$ cat config.mk
export PLATFORM = sky130hd
export DESIGN_NAME = chunk_adder_seq
export DESIGN_NICKNAME = d
export VERILOG_FILES = /design/src/rtl/chunk_adder_pkg.sv /design/src/rtl/chunk_adder_seq_chunk_add.sv /design/src/rtl/chunk_adder_seq.sv
export SDC_FILE = /design/constraint.sdc
export NUM_CORES = 1
export LEC_CHECK = 0
export ABC_AREA = 1
export BUFFER_PORTS_ARGS = -buffer_cell sky130_fd_sc_hd__buf_2
export CAP_MARGIN = 20
export CORE_ASPECT_RATIO = 1.2
export CORE_UTILIZATION = 48
export CTS_BUF_LIST = sky130_fd_sc_hd__clkbuf_16
export CTS_CLUSTER_SIZE = 40
export DETAILED_ROUTE_END_ITERATION = 8
export PLACE_DENSITY = 0.75
export SLEW_MARGIN = 25
export SYNTH_ARGS = -nofsm -noshare
export SYNTH_HDL_FRONTEND = slang
export SYNTH_SLANG_ARGS = --single-unit
$ cat constraint.sdc
create_clock -name clk -period 1.7 [get_ports clk]
set_clock_uncertainty 0.05 [all_clocks]
set_input_delay 0.17 -clock clk [delete_from_list [all_inputs] [get_ports clk]]
set_output_delay 0.17 -clock clk [all_outputs]
set_load 0.01 [all_outputs]
$ cat src/rtl/chunk_adder_pkg.sv
// ---------------------------------------------------------------------------
// chunk_adder_pkg
// Shared types and helpers for the chunked sequential adder/subtractor.
//   state_e  : FSM state encoding (IDLE, RUN, DONE)
//   clog2    : counter width helper, never returns less than 1
//   cfg_ok   : parameter legality test used at elaboration time
// ---------------------------------------------------------------------------
package chunk_adder_pkg;

  typedef enum logic [1:0] {
    IDLE = 2'd0,
    RUN  = 2'd1,
    DONE = 2'd2
  } state_e;

  // Width needed to count 0..n-1; a 1-chunk configuration still gets a 1-bit
  // counter so no zero-width vectors appear.
  function automatic int clog2(input int n);
    int r;
    r = 0;
    while ((1 << r) < n) r++;
    return (r < 1) ? 1 : r;
  endfunction

  function automatic bit cfg_ok(input int width, input int chunk);
    return (chunk >= 1) && (chunk <= width) && ((width % chunk) == 0);
  endfunction

endpackage

$ cat src/rtl/chunk_adder_seq_chunk_add.sv
// ---------------------------------------------------------------------------
// chunk_add
// Combinational CHUNK-bit ripple adder slice.
//   x, y   : CHUNK-bit addends
//   ci     : carry in
//   sum    : CHUNK-bit sum
//   co     : carry out of the slice MSB
//   c_msb  : carry into the slice MSB (for signed-overflow detection)
// ---------------------------------------------------------------------------
module chunk_add
  import chunk_adder_pkg::*;
#(
  parameter int CHUNK = 4
) (
  input  logic [CHUNK-1:0] x,
  input  logic [CHUNK-1:0] y,
  input  logic             ci,
  output logic [CHUNK-1:0] sum,
  output logic             co,
  output logic             c_msb
);

  logic [CHUNK:0] total;

  assign total = {1'b0, x} + {1'b0, y} + {{CHUNK{1'b0}}, ci};
  assign sum   = total[CHUNK-1:0];
  assign co    = total[CHUNK];
  // The MSB sum bit is x^y^carry_in, so the carry into the MSB falls out of
  // it without a second adder; this also covers CHUNK==1 (c_msb == ci).
  assign c_msb = x[CHUNK-1] ^ y[CHUNK-1] ^ sum[CHUNK-1];

endmodule

$ cat src/rtl/chunk_adder_seq.sv
// ---------------------------------------------------------------------------
// chunk_adder_seq
// Multi-cycle adder/subtractor: adds WIDTH-bit operands CHUNK bits per clock
// with the inter-chunk carry held in a register.
//   clk, rst_n           : clock (rising edge), async active-low reset
//   in_valid / in_ready  : operand handshake (accepted only in IDLE)
//   a, b, cin, sub       : operands, carry-in (add only), 1 = a-b
//   out_valid/out_ready  : result handshake (result held in DONE)
//   s, cout, ovf         : result, carry out (sub: 1 = no borrow), signed ovf
// Latency accept->out_valid is NCHUNK cycles; initiation interval NCHUNK+2.
// ---------------------------------------------------------------------------
module chunk_adder_seq
  import chunk_adder_pkg::*;
#(
  parameter int WIDTH = 16,
  parameter int CHUNK = 4
) (
  input  logic             clk,
  input  logic             rst_n,
  input  logic             in_valid,
  output logic             in_ready,
  input  logic [WIDTH-1:0] a,
  input  logic [WIDTH-1:0] b,
  input  logic             cin,
  input  logic             sub,
  output logic             out_valid,
  input  logic             out_ready,
  output logic [WIDTH-1:0] s,
  output logic             cout,
  output logic             ovf
);

  localparam int NCHUNK = WIDTH / CHUNK;
  localparam int CW     = clog2(NCHUNK);
  localparam logic [CW-1:0] LAST_CNT = CW'(NCHUNK - 1);

  if (!cfg_ok(WIDTH, CHUNK)) begin : g_bad_cfg
    $error("chunk_adder_seq: WIDTH must be a multiple of CHUNK, 1 <= CHUNK <= WIDTH");
  end

  state_e           state_q;
  logic [CW-1:0]    cnt_q;
  logic             carry_q;
  logic [WIDTH-1:0] opa_q, opb_q;
  logic [WIDTH-1:0] s_q;
  logic             cout_q, ovf_q, out_valid_q;

  logic [CHUNK-1:0] csum;
  logic             cco, cmsb;
  logic [WIDTH-1:0] s_d, opa_d, opb_d;

  chunk_add #(.CHUNK(CHUNK)) u_add (
    .x     (opa_q[CHUNK-1:0]),
    .y     (opb_q[CHUNK-1:0]),
    .ci    (carry_q),
    .sum   (csum),
    .co    (cco),
    .c_msb (cmsb)
  );

  // Each chunk sum enters at the MSB end so that after NCHUNK shifts the
  // first (least significant) chunk has arrived at bit 0.
  if (CHUNK == WIDTH) begin : g_single
    assign s_d = csum;
  end else begin : g_multi
    assign s_d = {csum, s_q[WIDTH-1:CHUNK]};
  end

  assign opa_d = opa_q >> CHUNK;
  assign opb_d = opb_q >> CHUNK;

  // NOTE: every register here, datapath included, is reset so the result
  // outputs read 0 (never X) straight out of reset and after a mid-op abort.
  always_ff @(posedge clk or negedge rst_n) begin
    if (!rst_n) begin
      state_q     <= IDLE;
      cnt_q       <= '0;
      carry_q     <= 1'b0;
      opa_q       <= '0;
      opb_q       <= '0;
      s_q         <= '0;
      cout_q      <= 1'b0;
      ovf_q       <= 1'b0;
      out_valid_q <= 1'b0;
    end else begin
      // NOTE: non-blocking assignments throughout; every register sees the
      // pre-edge values of the others, so the order of statements is free.
      case (state_q)
        IDLE: begin
          if (in_valid) begin
            opa_q   <= a;
            // Subtraction is a + ~b + 1; cin is deliberately ignored then.
            opb_q   <= sub ? ~b : b;
            carry_q <= sub | cin;
            cnt_q   <= '0;
            state_q <= RUN;
          end
        end
        RUN: begin
          s_q     <= s_d;
          opa_q   <= opa_d;
          opb_q   <= opb_d;
          carry_q <= cco;
          cnt_q   <= cnt_q + CW'(1);
          if (cnt_q == LAST_CNT) begin
            cout_q      <= cco;
            ovf_q       <= cmsb ^ cco;
            out_valid_q <= 1'b1;
            state_q     <= DONE;
          end
        end
        DONE: begin
          if (out_ready) begin
            out_valid_q <= 1'b0;
            state_q     <= IDLE;
          end
        end
        default: state_q <= IDLE;
      endcase
    end
  end

  assign in_ready  = (state_q == IDLE) && rst_n;
  assign out_valid = out_valid_q;
  assign s         = s_q;
  assign cout      = cout_q;
  assign ovf       = ovf_q;

endmodule

* After elaboration in Yosys (flattened, before gate mapping) *
Index checks and enable logic that the tools add are counted.
Widths: inputs -> output; s select.

operators by class
  add/subtract/negate cells = 3
  eq/ne operators = 6
  mux-type cells = 16
  bitwise logic cells = 5
  reduce and logical (&&, ||, !) cells = 8

operator list
  operator             number
  $pmux 16 s2          2
  $mux 16              3
  $not 16->16          1
  $mux 2               4
  $ne 2x2->1 const B   3
  $pmux 2 s3           1
  $reduce_and 3->1     2
  $add 4x4->5          1
  $add 5x1->5          1
  $eq 2x2->1 const B   2
  $pmux 1 s2           2
  $pmux 2 s2           1
  $reduce_and 2->1     2
  $reduce_bool 2->1    2
  $mux 1               3
  $xor 1x1->1          3
  $add 2x1->2 const B  1
  $eq 2x1->1 const B   1
  $logic_not 2->1      1
  $logic_and 1x1->1    1
  $or 1x1->1           1

storage, ports and cells
  register bits = 56
  bits of input ports = 38
  output and inout bits = 20
  logic and storage cells = 47

* Longest topological paths before layout *
Gate-level depths: netlist of run 1.

  word-level depth = 4
  depth in mapped cells = 10
  mapped depth without buffers = 10

* Modules after synthesis *
Synthesis of run 1 repeated with hierarchy kept, for this count alone.

second synthesis, totals
  cells, all modules = 353
  area total of the unflattened synthesis = 2,795.2 um^2

by module, submodules not included
  module           times used  cells an instance  area each (um^2)  seq. area each (um^2)
  chunk_adder_seq  1           327                2,626.3           1,401.3
  chunk_add        1           26                 168.9             0.0

* Least setup slack after synthesis of run 1 *
No wires, ideal clock.

  path type = register to register
  start = register carry_q
  end = register ovf_q (netlist: ovf)
  library setup time = 0.117 ns
  arrival time = 1.462 ns
  required time = 1.533 ns
  slack = 0.071 ns
  cell stages (with the launch flop) = 11
  path buffers = 0
  clock period less this slack = 1.629 ns
  path through = dfrtp_1 fa_1 inv_1 fa_1 inv_1 nand2_1 nand2_1 nand2_1 nand2_1 nand3_1 nand2_1

between the ends
  word-level cells in the longest chain between the ends = 3

ends and longest elaborated chain
  element                   RTL line                         RTL
  start: declaration        chunk_adder_seq.sv:43            logic carry_q;
  start signal: assignment  chunk_adder_seq.sv:94            carry_q <= sub | cin;
  start signal: assignment  chunk_adder_seq.sv:103           carry_q <= cco;
  $add 5x1->5 (*)           chunk_adder_seq_chunk_add.sv:25  assign total = {1'b0, x} + {1'b0, y} + {{CHUNK{1'b0}}, ci};
  $xor 1x1->1               chunk_adder_seq_chunk_add.sv:30  assign c_msb = x[CHUNK-1] ^ y[CHUNK-1] ^ sum[CHUNK-1];
  $xor 1x1->1 (*)           chunk_adder_seq.sv:107           ovf_q <= cmsb ^ cco;
  end signal: assignment    chunk_adder_seq.sv:107
  end: declaration          chunk_adder_seq.sv:46            logic cout_q, ovf_q, out_valid_q;

Every way passes the cells marked *; elsewhere a longest branch is shown, timed or not.
A chain may end at the register's enable or synchronous reset.

* Worst setup path in the final report of run 1 *
  start = register opb_q[0]
  end = register ovf_q (netlist: ovf)

between the ends
  word-level cells in the longest chain between the ends = 4

ends and longest elaborated chain
  element                   RTL line                         RTL
  start: declaration        chunk_adder_seq.sv:44            logic [WIDTH-1:0] opa_q, opb_q;
  start signal: assignment  chunk_adder_seq.sv:93            opb_q <= sub ? ~b : b;
  start signal: assignment  chunk_adder_seq.sv:102           opb_q <= opb_d;
  $add 4x4->5 (*)           chunk_adder_seq_chunk_add.sv:25
  $add 5x1->5 (*)           chunk_adder_seq_chunk_add.sv:25
  $xor 1x1->1               chunk_adder_seq_chunk_add.sv:30
  $xor 1x1->1 (*)           chunk_adder_seq.sv:107

Marks and branches as above.

==> impl_metrics.py, run 1 <==
metrics = {
    "run_status": {
        "status": "finished, violations left",
        "failed_checks": "negative hold slack",
    },
    "yosys": {
        "synth_seq_area_share_pct": 54.1,
        "synth_xor_area_share_pct": 5.41,
        "synth_compound_area_share_pct": 6.72,
        "ys_warn_count": 0,
        "synth_fa_ha_area_share_pct": 3.48,
        "synth-simple-area-share_pct": 24.6,
        "muxShareOfSynthArea_pct": 0,
        "ys_seq_elements": 56,
        "syn_area_per_cell_um2": 8.75,
        "syn_area_mm2": 0.00259,
        "synth_top_family_by_area": "simple AND/OR/NAND/NOR gates",
        "synthCells": 296,
        "synth_top_area_share_pct": 54.1,
        "synth_nets": 340,
        "synth.distinct_cells": 22,
        "synth_area_leaders": "dfrtp_1, nand2_1, nand3_1, xor2_1, o21ai_0",
        "synth_top_cell_by_area": "dfrtp_1",
    },
    "layout": {
        "drive_gt1_share_pct": 23.8,
        "finalNetCount": 400,
        "diodes": 0,
        "stdcell_area_mm2": 0.00311,
        "area_growth_pct": 20.0,
        "fillCellCount": 473,
        "fin_cells": 417,
    },
    "critical_path": {
        "cp_data_required_time_ns": 1.83,
        "cp-start-kind": "flop",
        "cpLargestDelayFamily": "adder cells",
        "critical_path.most_common_cell": "nand2_2",
        "cp_slowest_cell": "fa_2",
        "path_max_fanout": 3,
        "path_class": "flop to flop",
        "end_kind": "flop",
        "arrival_ns": 1.80,
        "worstPathCellList": "fa_2 -> inv_2 -> fa_2 -> inv_2 -> nand2_2 -> nand2_2 -> nand2_2 -> nand2_1 -> nand3_1 -> nand2_1",
        "slowest_delay_ns": 0.42,
        "cp_num_buf_inv": 2,
    },
    "clock_tree": {
        "htreeDepth": 2,
        "root_buffer": "clkbuf_16",
        "ctsHoldBuffers": 0,
        "clock-sinks": 56,
        "numCtsBuffers": 5,
        "cts_buffer_depth": 2,
        "clk_pin_slew_ns": 0.07,
        "cts_tree": "done",
        "insertion_delay_ns": 0.29,
    },
    "job": {
        "drv_cap": 0,
    },
    "route": {
        "wl_um": 5090,
        "wl_met2_um": 2490,
        "dr_total_vias": 2108,
        "drtPass1Iterations": 4,
        "wl_per_cell_um": 12.2,
        "post_drt_via_cell_ratio": 5.06,
        "drt_iter0_drc": 160,
        "drc": 0,
        "top_layer_used": "met4",
        "antenna_left": 0,
        "wl_met3_um": 191,
        "wl_met1_um": 2310,
    },
    "timing": {
        "worstMarginPinSlew_ns": 0.673,
        "slew_headroom_pct": 55.1,
        "rsz0062_at_grt": "true",
        "setup_ws_ns": 0.0324,
        "drv_slew": 0,
        "finalSetupViolCount": 0,
        "clock.fmax_ghz": 0.600,
        "period_needed_ns": 1.67,
        "whs_ns": -0.0293,
        "hold_viol_final": 56,
        "fin_crit_sh_pct": 98.1,
    },
    "place": {
        "detailedPlace.worstSlack_ns": -0.0574,
        "placed_area_mm2": 0.00295,
        "hpwl_um": 3510,
        "gp_congestion": 0.848,
        "dp_cells": 408,
        "portBuffers": 57,
    },
    "global_routing": {
        "grt_pass1_vias": 2050,
        "grtUsageTotal_pct": 19.2,
        "grt_pass1_wl_um": 8790,
        "grt_max_degree": 57,
        "antenna_found_initial": 0,
        "grt_remaining_overflow": 0,
    },
    "hold_path": {
        "hold_path.class": "primary input to asynchronous set/reset pin",
    },
    "floorplanning": {
        "core_mm2": 0.00504,
        "die_h_um": 82.4,
        "initial_core_util_pct": 51.3,
        "num_io_pins": 58,
        "num_rows": 28,
        "dieWidth_um": 69.0,
        "die_area_mm2": 0.00569,
    },
    "power": {
        "power.density_mw_per_mm2": 1770,
        "ir_drop_v": 0.000731,
        "power_leakage_nw": 1.65,
        "p_total_mw": 5.49,
    },
}
## flip-flops by register name, summed over array words and instances (netlist names)
signal	flops
cout	1
ovf	1
state_q	2
s	16
out_valid	1
opb_q	16
cnt_q	2
opa_q	16
carry_q	1
## power breakdown
group / total [mW] / internal (mW) / switching, mW / leakage, nW
clock: 0.957 / 0.531 / 0.426 / 0.0738
sequential: 2.21 / 1.88 / 0.323 / 0.718
combinational: 2.33 / 0.917 / 1.41 / 0.853
## metrics by stage
step                hold slack (ns)  TNS [ns]  util [%]
floorplan                    -0.176         0         -
global placement              0.309   -0.0222      58.5
detailed placement            0.307   -0.0585      58.5
CTS                         0.00126         0      61.2
global route                 0.0266   -0.0759      61.6
finish                      -0.0293         0      61.6
## per-layer routing
layer  track usage [%]  up-vias
li1                  -     1053
met1              22.9      990
met2              35.5       56
met3              3.76        9
met4              5.71        0
met5                 0        -
## final timing paths
| check | from | to | slack, ns | cells past startpoint |
|---|---|---|---|---|
| max | opb_q[0] | ovf | 0.03 | 10 |
| min | rst_n | s[5] | -0.03 | 2 |
| max reg2reg | opb_q[0] | ovf | 0.03 | 10 |
| min reg2reg | out_valid | out_valid | 0.42 | 2 |
| max in group asynchronous | rst_n | s[12] | 1.19 | 2 |
| min in group clk | out_ready | state_q[1] | 0.02 | 2 |
## cells by family after synthesis
logic type,count (synthesis)
and+or+nand+nor,158
DFF,56
buffers and inverters,31
AOI/OAI and AO/OA,29
xor gates and xnor gates,16
adders and majority gates,6
## placed cells by master, fill, tap and decap left out
cell       instances
nand2_1          118
buf_2             57
dfrtp_1           56
nand3_1           29
inv_1             14
o21ai_0           12
xor2_1            12
buf_4              9
o21ai_1            6
inv_2              5
a22o_1             5
clkbuf_16          5
nand2_2            4
nor2_1             4
xnor2_1            4
ha_1               4
o211ai_1           3
a21oi_1            2
fa_2               2
nor3b_1            1
nor2_2             1
or2_2              1
o31ai_1            1
clkinv_1           1
buf_12             1
## synth_stat cells
cell,count
a21oi_1,2
nand2_2,1
inv_1,14
nor3b_1,1
o31ai_1,1
nand2_1,121
a22o_1,5
o21ai_1,6
nor2_1,5
xnor2_1,4
buf_2,11
or2_2,1
o21ai_0,12
buf_6,1
dfrtp_1,56
inv_2,3
xor2_1,12
buf_4,2
ha_1,4
o211ai_1,3
nand3_1,29
fa_1,2
## cell type report
type / instances / area (um^2) / area share [%]
flip-flops and latches: 56 / 1400 / 45.1
multi-input cells: 209 / 1060 / 34.0
repair buffers: 67 / 373 / 12.0
clock buffers: 5 / 125 / 4.03
well taps: 60 / 75.1 / 2.42
inverters: 17 / 63.8 / 2.05
clock inverters: 3 / 11.3 / 0.362
## what timing repair did
item / in CTS / in global routing
setup endpoints to repair: 2 / 4
setup buffers: 0 / 1
resized for setup: 1 / 6
endpoints found under the hold margin: 0 / 0
pin swaps: 0 / 6
Note: power is estimated with default switching activity, not from simulation.
==> run 2, diff against run 1 <==
--- a/config.mk
+++ b/config.mk
@@ -6,7 +6,7 @@
 export NUM_CORES = 1
 export LEC_CHECK = 0
 export ABC_AREA = 1
-export BUFFER_PORTS_ARGS = -buffer_cell sky130_fd_sc_hd__buf_2
+export BUFFER_PORTS_ARGS = -buffer_cell sky130_fd_sc_hd__buf_4
 export CAP_MARGIN = 20
 export CORE_ASPECT_RATIO = 1.2
 export CORE_UTILIZATION = 48
==> run 2 against run 1 <==
  * The run ends with negative hold slack, negative setup slack left
  * Via count rose by 0.90%
  * Cell area rose by 6.3%
  * Sequential share of layout area shrank 2.7 points
  * Wire length is 4.7% higher
  * Largest power group unchanged
==> impl_metrics.py, run 2 (synthesized netlist as in run 1, its figures left out) <==
metrics = {
    "run_status": {
        "status": "finished, violations left",
        "failed_checks": "negative hold slack, negative setup slack",
    },
    "route": {
        "wl_um": 5330,
        "dr_total_vias": 2127,
        "post_drt_via_cell_ratio": 5.08,
        "drc": 0,
        "drt_iter0_drc": 188,
        "antenna_left": 0,
        "wl_per_cell_um": 12.7,
        "drtPass1Iterations": 5,
    },
    "floorplanning": {
        "num_rows": 28,
        "die_h_um": 82.4,
        "die_area_mm2": 0.00569,
        "core_mm2": 0.00504,
        "initial_core_util_pct": 51.3,
        "dieWidth_um": 69.0,
        "num_io_pins": 58,
    },
    "job": {
        "drv_cap": 0,
    },
    "timing": {
        "fin_crit_sh_pct": 101,
        "fin_setup_tns_ns": -0.0123,
        "finalSetupViolCount": 1,
        "whs_ns": -0.0356,
        "clock.fmax_ghz": 0.584,
        "drv_slew": 0,
        "worstMarginPinSlew_ns": 0.683,
        "rsz0062_at_grt": "true",
        "slew_headroom_pct": 54.5,
        "period_needed_ns": 1.71,
        "hold_viol_final": 56,
        "setup_ws_ns": -0.0123,
    },
    "critical_path": {
        "arrival_ns": 1.83,
        "path_class": "flop to flop",
        "path_max_fanout": 3,
        "cp-start-kind": "flop",
        "end_kind": "flop",
        "cp_data_required_time_ns": 1.82,
    },
    "power": {
        "power_leakage_nw": 1.70,
        "ir_drop_v": 0.000766,
        "power.density_mw_per_mm2": 1790,
    },
    "clock_tree": {
        "cts_tree": "done",
        "root_buffer": "clkbuf_16",
        "numCtsBuffers": 5,
        "clk_pin_slew_ns": 0.07,
        "htreeDepth": 2,
        "clock-sinks": 56,
        "insertion_delay_ns": 0.29,
        "ctsHoldBuffers": 0,
        "cts_buffer_depth": 2,
    },
    "global_routing": {
        "grt_remaining_overflow": 0,
        "antenna_found_initial": 0,
        "grt_pass1_wl_um": 9070,
        "grt_max_degree": 57,
        "grt_pass1_vias": 1992,
        "grtUsageTotal_pct": 20.3,
    },
    "layout": {
        "diodes": 0,
        "fillCellCount": 446,
        "layout_common_cells": "nand2_1, buf_4, dfrtp_1",
        "finalNetCount": 402,
        "final_common_cell": "nand2_1",
        "drive_gt1_share_pct": 24.5,
        "area_growth_pct": 27.6,
        "stdcell_area_mm2": 0.00330,
    },
    "place": {
        "portBuffers": 57,
        "hpwl_um": 3560,
        "gp_congestion": 0.844,
        "placed_area_mm2": 0.00309,
        "detailedPlace.worstSlack_ns": -0.0460,
    },
    "hold_path": {
        "hold_path.class": "primary input to asynchronous set/reset pin",
    },
}
-- run 2: timing repair --
| action | in CTS | in global routing |
|---|---|---|
| resized for setup | 1 | 6 |
| endpoints found under the hold margin | 0 | 0 |
| buffers inserted | 0 | 5 |
| setup endpoints to repair | 2 | 4 |
| pin swaps | 0 | 5 |
-- run 2: path summary, 6_finish.rpt --
kind | startpoint | to | slack (ns) | cells past startpoint
setup / recovery | opb_q[0] | cout | -0.01 | 9
hold reg to reg | s[2] | s[2] | 0.43 | 2
hold / removal | rst_n | state_q[1] | -0.04 | 2
setup reg to reg | opb_q[0] | cout | -0.01 | 9
min in group clk | out_ready | state_q[1] | 0.01 | 2
max in group asynchronous | rst_n | s[0] | 1.19 | 2
-- run 2: power by group --
group	internal, mW	total [mW]	switching (mW)
logic	1.11	2.55	1.45
clock network	0.685	1.13	0.447
registers	1.88	2.21	0.328
total	3.68	5.90	2.22
-- run 2: cell type report --
class                   instances  area (um^2)  share of cell area, %
flip-flops and latches         56         1400                   42.4
multi-input cells             209         1060                   32.0
repair buffers                 69          543                   16.4
clock buffers                   5          125                   3.79
well taps                      60         75.1                   2.27
inverters                      17         63.8                   1.93
clock inverters                 3         37.5                   1.14
-- run 2: stage by stage --
step	total power, mW	cells	util (%)	hold WS [ns]
finish	5.90	419	65.5	-0.0356
global route	6.37	419	65.5	0.0115
CTS	5.81	414	64.5	0.000325
detailed placement	4.66	406	61.3	0.308
global placement	4.57	406	61.3	0.304
floorplan	3.78	296	-	-0.176
-- run 2: metal layers --
| layer | vias up | part of all wire, % | wire length (um) | global-route usage [%] |
|---|---|---|---|---|
| met5 | - | 0 | 0 | 0 |
| met4 | 0 | 1.7 | 91 | 7.76 |
| met3 | 8 | 4.9 | 259 | 4.85 |
| met2 | 63 | 48 | 2570 | 34.5 |
| met1 | 994 | 45 | 2410 | 25.3 |
| li1 | 1062 | - | - | - |
-- run 2: critical path, cell delays in order, from the launching register on --
cell,delay [ns]
dfrtp_1,0.40
fa_2,0.43
inv_2,0.08
fa_2,0.20
inv_2,0.05
nand2_2,0.08
nand2_2,0.06
nand2_2,0.09
buf_4,0.11
o21ai_1,0.05
